===== src/rtl/display_scan_multiplexer_pkg.sv =====
// Shared definitions for the display scan multiplexer: slot state encoding,
// a width helper and a parameter legality check.
package display_scan_pkg;

  typedef enum logic {
    ST_BLANK = 1'b0,
    ST_SHOW  = 1'b1
  } state_t;

  // Bits needed to hold 0..n-1, never less than one.
  function automatic int unsigned clog2_min1(input int unsigned n);
    int unsigned w;
    w = 0;
    while ((64'd1 << w) < 64'(n)) w++;
    return (w == 0) ? 1 : w;
  endfunction

  // Legal when 2 <= channels <= 16 and prescale > blank >= 1.
  function automatic bit params_ok(input int unsigned channels,
                                   input int unsigned prescale,
                                   input int unsigned blank);
    return (channels >= 2) && (channels <= 16) && (blank >= 1) && (prescale > blank);
  endfunction

endpackage


===== src/rtl/display_scan_multiplexer_if.sv =====
// Bus between the BCD registers / scan controller and the digit drivers.
//   scan_enable_in, manual_address_in, data_in, blank_mask_in : to scanner
//   mux_output, digit_select_out, address_out, frame_start_out : from scanner
interface display_scan_multiplexer_if import display_scan_pkg::*; #(
  parameter int unsigned CHANNELS   = 4,
  parameter int unsigned DATA_WIDTH = 4
);
  localparam int unsigned ADDR_WIDTH = clog2_min1(CHANNELS);

  logic                           scan_enable_in;
  logic [ADDR_WIDTH-1:0]          manual_address_in;
  logic [CHANNELS*DATA_WIDTH-1:0] data_in;
  logic [CHANNELS-1:0]            blank_mask_in;
  logic [DATA_WIDTH-1:0]          mux_output;
  logic [CHANNELS-1:0]            digit_select_out;
  logic [ADDR_WIDTH-1:0]          address_out;
  logic                           frame_start_out;

  modport master (
    output scan_enable_in, manual_address_in, data_in, blank_mask_in,
    input  mux_output, digit_select_out, address_out, frame_start_out
  );

  modport slave (
    input  scan_enable_in, manual_address_in, data_in, blank_mask_in,
    output mux_output, digit_select_out, address_out, frame_start_out
  );
endinterface


===== src/rtl/display_scan_multiplexer_scan_slot_timer.sv =====
// Slot timer: BLANK for BLANK_CYCLES cycles, then SHOW until PRESCALE cycles.
//   clk_in, reset_n_in : clock, synchronous active-low reset
//   in_show_c          : the cycle after this edge is a SHOW cycle
//   slot_end_c         : this edge ends the current slot
//   show_first_c       : the cycle after this edge is the first SHOW cycle
module scan_slot_timer import display_scan_pkg::*; #(
  parameter int unsigned PRESCALE     = 1000,
  parameter int unsigned BLANK_CYCLES = 16
) (
  input  logic clk_in,
  input  logic reset_n_in,
  output logic in_show_c,
  output logic slot_end_c,
  output logic show_first_c
);
  localparam int unsigned CNT_W = clog2_min1(PRESCALE);

  state_t             state;
  logic [CNT_W-1:0]   cnt;

  // Decisions look one cycle ahead so the top can register outputs in step.
  assign show_first_c = (state == ST_BLANK) && (cnt == CNT_W'(BLANK_CYCLES - 1));
  assign slot_end_c   = (state == ST_SHOW)  && (cnt == CNT_W'(PRESCALE - 1));
  assign in_show_c    = show_first_c || ((state == ST_SHOW) && !slot_end_c);

  // Slot counter and state register.
  always_ff @(posedge clk_in) begin
    if (!reset_n_in) begin
      state <= ST_BLANK;
      cnt   <= '0;
    end else if (slot_end_c) begin
      state <= ST_BLANK;
      cnt   <= '0;
    end else begin
      cnt <= cnt + CNT_W'(1);
      if (show_first_c) state <= ST_SHOW;
    end
  end
endmodule


===== src/rtl/display_scan_multiplexer.sv =====
// Time-multiplexed digit scanner with per-slot blanking, auto/manual address
// modes and per-channel leading-zero masking.
//   clk_in, reset_n_in : clock, synchronous active-low reset
//   bus (slave)        : mode/address/data/mask in; digit code, one-hot
//                        enable, slot address and frame pulse out (registered)
module display_scan_multiplexer import display_scan_pkg::*; #(
  parameter int unsigned CHANNELS     = 4,
  parameter int unsigned DATA_WIDTH   = 4,
  parameter int unsigned PRESCALE     = 1000,
  parameter int unsigned BLANK_CYCLES = 16
) (
  input  logic                        clk_in,
  input  logic                        reset_n_in,
  display_scan_multiplexer_if.slave   bus
);
  localparam int unsigned ADDR_WIDTH = clog2_min1(CHANNELS);

  if (!params_ok(CHANNELS, PRESCALE, BLANK_CYCLES)) begin : g_param_check
    $error("display_scan_multiplexer: illegal CHANNELS/PRESCALE/BLANK_CYCLES");
  end

  logic                  in_show_c;
  logic                  slot_end_c;
  logic                  show_first_c;
  logic                  mode_q;
  logic [ADDR_WIDTH-1:0] addr_q;
  logic [ADDR_WIDTH-1:0] addr_inc_c;
  logic [CHANNELS-1:0]   sel_c;
  logic [DATA_WIDTH-1:0] digit_c;

  scan_slot_timer #(
    .PRESCALE     (PRESCALE),
    .BLANK_CYCLES (BLANK_CYCLES)
  ) u_timer (
    .clk_in       (clk_in),
    .reset_n_in   (reset_n_in),
    .in_show_c    (in_show_c),
    .slot_end_c   (slot_end_c),
    .show_first_c (show_first_c)
  );

  // Next auto address; out-of-range addresses also fold back to 0.
  assign addr_inc_c = (addr_q >= ADDR_WIDTH'(CHANNELS - 1)) ? '0 : addr_q + ADDR_WIDTH'(1);

  // Channel select; masked or out-of-range addresses yield all zeros.
  always_comb begin
    sel_c   = '0;
    digit_c = '0;
    for (int i = 0; i < CHANNELS; i++) begin
      if ((addr_q == ADDR_WIDTH'(i)) && !bus.blank_mask_in[i]) begin
        sel_c[i] = 1'b1;
        digit_c  = bus.data_in[i*DATA_WIDTH +: DATA_WIDTH];
      end
    end
  end

  // Address/mode update at slot boundaries and registered outputs.
  always_ff @(posedge clk_in) begin
    if (!reset_n_in) begin
      addr_q               <= '0;
      mode_q               <= bus.scan_enable_in;
      bus.mux_output       <= '0;
      bus.digit_select_out <= '0;
      bus.frame_start_out  <= 1'b0;
    end else begin
      if (slot_end_c) begin
        addr_q <= bus.scan_enable_in ? addr_inc_c : bus.manual_address_in;
        mode_q <= bus.scan_enable_in;
      end
      bus.digit_select_out <= in_show_c ? sel_c   : '0;
      bus.mux_output       <= in_show_c ? digit_c : '0;
      bus.frame_start_out  <= show_first_c && mode_q && (addr_q == '0);
    end
  end

  assign bus.address_out = addr_q;
endmodule


===== src/flat_wrapper.sv =====
// flat-port wrapper written by rule: the top's interface ports become plain ports
module display_scan_multiplexer_flat import display_scan_pkg::*;
#(
  parameter int unsigned CHANNELS     = 4,
  parameter int unsigned DATA_WIDTH   = 4,
  parameter int unsigned PRESCALE     = 1000,
  parameter int unsigned BLANK_CYCLES = 16
)
  (clk_in, reset_n_in, bus_scan_enable_in, bus_manual_address_in, bus_data_in, bus_blank_mask_in, bus_mux_output, bus_digit_select_out, bus_address_out, bus_frame_start_out);
  display_scan_multiplexer_if #(.CHANNELS(CHANNELS), .DATA_WIDTH(DATA_WIDTH)) bus_i ();
  input  logic clk_in;
  input  logic reset_n_in;
  input wire logic [$bits(bus_i.scan_enable_in)-1:0] bus_scan_enable_in;
  input wire logic [$bits(bus_i.manual_address_in)-1:0] bus_manual_address_in;
  input wire logic [$bits(bus_i.data_in)-1:0] bus_data_in;
  input wire logic [$bits(bus_i.blank_mask_in)-1:0] bus_blank_mask_in;
  output wire logic [$bits(bus_i.mux_output)-1:0] bus_mux_output;
  output wire logic [$bits(bus_i.digit_select_out)-1:0] bus_digit_select_out;
  output wire logic [$bits(bus_i.address_out)-1:0] bus_address_out;
  output wire logic [$bits(bus_i.frame_start_out)-1:0] bus_frame_start_out;
  assign bus_i.scan_enable_in = bus_scan_enable_in;
  assign bus_i.manual_address_in = bus_manual_address_in;
  assign bus_i.data_in = bus_data_in;
  assign bus_i.blank_mask_in = bus_blank_mask_in;
  assign bus_mux_output = bus_i.mux_output;
  assign bus_digit_select_out = bus_i.digit_select_out;
  assign bus_address_out = bus_i.address_out;
  assign bus_frame_start_out = bus_i.frame_start_out;
  display_scan_multiplexer #(.CHANNELS(CHANNELS), .DATA_WIDTH(DATA_WIDTH), .PRESCALE(PRESCALE), .BLANK_CYCLES(BLANK_CYCLES)) u_core (.clk_in(clk_in), .reset_n_in(reset_n_in), .bus(bus_i));
endmodule

===== config.mk =====
export PLATFORM = sky130hd
export DESIGN_NAME = display_scan_multiplexer_flat
export DESIGN_NICKNAME = d
export VERILOG_FILES = /design/src/rtl/display_scan_multiplexer_pkg.sv /design/src/rtl/display_scan_multiplexer_if.sv /design/src/rtl/display_scan_multiplexer_scan_slot_timer.sv /design/src/rtl/display_scan_multiplexer.sv /design/src/flat_wrapper.sv
export SDC_FILE = /design/constraint.sdc
export NUM_CORES = 1
export LEC_CHECK = 0
export ABC_AREA = 1
export BUFFER_PORTS_ARGS = -buffer_cell sky130_fd_sc_hd__buf_2
export CORE_MARGIN = 2
export CORE_UTILIZATION = 45
export CTS_CLUSTER_SIZE = 40
export DETAILED_ROUTE_END_ITERATION = 7
export PLACE_DENSITY = 0.71
export REMOVE_ABC_BUFFERS = 1
export SYNTH_ARGS = -nofsm -noshare
export SYNTH_HDL_FRONTEND = slang
export SYNTH_HIERARCHICAL = 1
export SYNTH_SLANG_ARGS = --single-unit

===== constraint.sdc =====
create_clock -name clk_in -period 1.3 [get_ports clk_in]
set_input_delay 0.13 -clock clk_in [delete_from_list [all_inputs] [get_ports clk_in]]
set_output_delay 0.13 -clock clk_in [all_outputs]
set_load 0.01 [all_outputs]

==> metrics.md <==
| Metric | Value |
|---|---|
| Root Buffer | clkbuf_4 |
| Max-cap viol count | 0 |
| Die W | 56.4 um |
| Largest net degree at the start of global routing | 14 |
| Starting Density | slightly below 50% |
| Vias in the first global route | ~1200 |
| Internal Pwr Total | just over 0.9 mW |
| Gr ovfl total | 0 |
| Sequential share of the synthesized area | between 30% and 40% |
| Layout Cells excl Fill | ~280 |
| GRT Util Overall | 18.8% |
| Die Height | 56.4 um |
| Critical path, cell by cell | ha_4 > nand3_4 > nor2_4 > nand3_4 > nand2_4 > nand3_4 > nor2_1 > nand2_1 > nand2_1 |
| Endpoints failing hold | 0 |
| PD cells | slightly below 700 nW/um2 |
| Slowest cell on crit path | dfxtp_2 |
| Initial DRC Count | 24 |
| Via/cell ratio | 4.80 |
| Placed Cells incl. Taps | 262 |
| Area contributors post-synth | dfxtp_1 36%, nand2_1 15%, nor2_1 8.2% |
| TritonRoute pass-1 iters | 4 |
| Highest clock rate | 0.716 GHz |
| Area fraction of the dominant cell type after synthesis | 35.7% |
| Area delta synth->final | 44.5% |
| Sequential Power Share | 60.4% |
| Slew margin rel. | 78.8% |
| Top Family by Delay on Critical Path | simple AND/OR/NAND/NOR gates |
| Synthesis-stage register bit count | 23 |
| Setup-failing EPs final | 8 |
| Syn Inst Count | 182 |
| Reg clk slew, reported paths | 130 ps |
| Yosys top cell by area | dfxtp_1 |
| CTS H-tree depth | 1 |
| Status | complete, but fails checks |
| Routed Antenna Nets | 0 |
| Ys Warns | 6 |
| Final worst-path cycle share | 107% |
| EDFF count, synth | 1 |
| Logic pwr share | between 10% and 20% |
| RSZ-0062 raised after global routing | true |
| Clk sinks | 23 |
| Fraction of registers with async set/reset | 0% |
| Num rows | 18 |
| Routability cong. | ~0.84 |
| Max stage delay on crit path | 380 ps |
| Critical path capture point type | flip-flop |
| Crit path DAT | 1670 ps |
| VDD IR max | slightly above 0.0006 V |
| CP required | 1580 ps |
| CTS max path bufs | 2 |
| Final Slew Violations | 0 |
| Final worst path period need | approximately 1400 ps |
| Routed len/inst | 11.1 um |
| Die area | 3180 um2 |
| Hold WC Path Type | in -> reg |
| WP buf/inv | 0 |
| Ant diodes | 0 |
| CP dominant cell by count | nand3_4 |
| DP Wirelength | approximately 2200 um |
| Dpl ws | -172 ps |
| Failing checks | negative setup slack |
| Switch share | 24.9% |
| Post-Syn Area | 1230 um2 |
| Via Count | 1320 |
| Clock power share | between 20% and 30% |
| Startpoint types | flip-flop |
| Num CTS Buffers | 3 |
| Register-to-register setup slack | -100 ps |
| Nets | 276 |
| Placed instance area | about 1600 um2 |
| Net switching power | 0.300 mW |
| Syn_area_per_cell | around 6.8 um2 |
| Setup ws final | -96.7 ps |
| CTS tree | done |
| Layout cells sized above 1 | 41.6% |
| Initial antenna violation count | 0 |
| Primary FF master, synth | dfxtp_1 |
| PortBufs | 35 |
| Io pins | 36 |
| Max FO, Critical Path | 4 |
| Worst slew pin tran | 317 ps |
| Total negative setup slack | -478 ps |
| Synth unique cells | 19 |
| Design Area, Final | 1780 um2 |
| Pleak | between 0.8 and 0.9 nW |
| Clk_lat worst skew | 320 ps |
| Clk_skew | 3.71 ps |
| Core area | roughly 2500 um2 |
| Post-Route WL | 3050 um |
| First-pass GRT wire length | between 4000 and 5000 um |
| DRC viols | 0 |
| Minimum hold slack | 24.6 ps |
| CP Class | reg -> reg |
-- state kept, by name, indices dropped and copies added, names as in the netlist --
| signal | flops |
|---|---|
| u_core/bus.address_out | 2 |
| u_core/mode_q | 1 |
| u_core/u_timer/cnt | 10 |
| u_core/bus.digit_select_out | 4 |
| u_core/u_timer/state | 1 |
| u_core/bus.frame_start_out | 1 |
| u_core/bus.mux_output | 4 |
-- per-layer routing --
metal | global-route usage (%) | up-vias | part of all wire, %
li1 | - | 685 | -
met1 | 24.3 | 597 | 43
met2 | 32.9 | 34 | 51
met3 | 3.46 | 4 | 5.1
met4 | 3.06 | 0 | 0.82
met5 | 0 | - | 0
-- path summary, 6_finish.rpt --
kind,from,end,depth (start not counted)
worst min-delay path,bus_scan_enable_in,u_core/mode_q$_DFFE_PP_,1
worst max register to register,u_core/u_timer/cnt[1]$_SDFF_PP0_,u_core/bus.mux_output[3]$_SDFF_PN0_,9
worst max-delay path,u_core/u_timer/cnt[1]$_SDFF_PP0_,u_core/bus.mux_output[3]$_SDFF_PN0_,9
worst min register to register,u_core/bus.address_out[1]$_SDFFE_PN0P_,u_core/bus.address_out[1]$_SDFFE_PN0P_,2
-- cell type report --
class | count | area, um2
fill | 218 | 762
multi-input combinational | 132 | 761
sequential | 23 | 480
timing repair buffer | 60 | 379
inverter | 26 | 97.6
tap | 30 | 37.5
clock buffer | 3 | 22.5
clock inverter | 1 | 5.00
-- cells in the mapped netlist (3+ instances only) --
| cell type | count |
|---|---|
| nand2_2 | 5 |
| nand2_1 | 50 |
| nor2_1 | 27 |
| ha_1 | 5 |
| nor3_1 | 3 |
| nand3_1 | 14 |
| dfxtp_1 | 22 |
| inv_1 | 25 |
| xor2_1 | 3 |
| a21oi_1 | 4 |
| nor2_2 | 13 |
-- power by group through the flow --
| stage | clock (mW) | combinational, mW | sequential (mW) |
|---|---|---|---|
| 2_1_floorplan | 0 | 0.0409 | 0.742 |
| 4_1_cts | 0.356 | 0.125 | 0.730 |
| 6_report | 0.346 | 0.134 | 0.730 |
| 3_3_place_gp | 0 | 0.104 | 0.741 |
| 3_5_place_dp | 0 | 0.109 | 0.741 |
| 5_1_grt | 0.383 | 0.149 | 0.731 |
-- worst reg2reg max path, stage by stage (launching register included) --
cell and delay, ps:
dfxtp_2 380, ha_4 180, nand3_4 90, nor2_4 160
nand3_4 100, nand2_4 100, nand3_4 80, nor2_1 120
nand2_1 80, nand2_1 70
-- cell families (layout without fill, tap and decap cells) --
kind of cell,after synthesis,after routing,synth area share (%)
compound gates,6,6,2.43
xor+xnor,3,3,2.13
fa+ha+maj,5,5,5.07
buf+inv,27,90,8.82
flops,23,23,38.1
simple gates,118,118,43.4
-- placed cells by master (no fill, tap or decap), types with 11 or more instances in the layout --
| cell type | instances |
|---|---|
| nand3_1 | 11 |
| dfxtp_1 | 16 |
| buf_4 | 19 |
| nor2_1 | 23 |
| inv_1 | 23 |
| buf_2 | 35 |
| nand2_1 | 47 |
| nor2_2 | 15 |
-- through the flow --
stage | util (%) | power (mW)
final | 70.1 | 1.21
after floorplan | - | 0.783
after global routing | 70.1 | 1.26
after detailed placement | 61.1 | 0.850
after global placement | 61.1 | 0.845
after CTS | 65.8 | 1.21
-- what timing repair did --
item,CTS,global route
gates resized for setup,12,22
hold buffers,5,0
setup buffers,0,4
endpoints found under the setup margin,12,23
hold endpoints to repair,5,0
pin swaps,12,11
No activity file was read; power rests on OpenSTA's default activity.
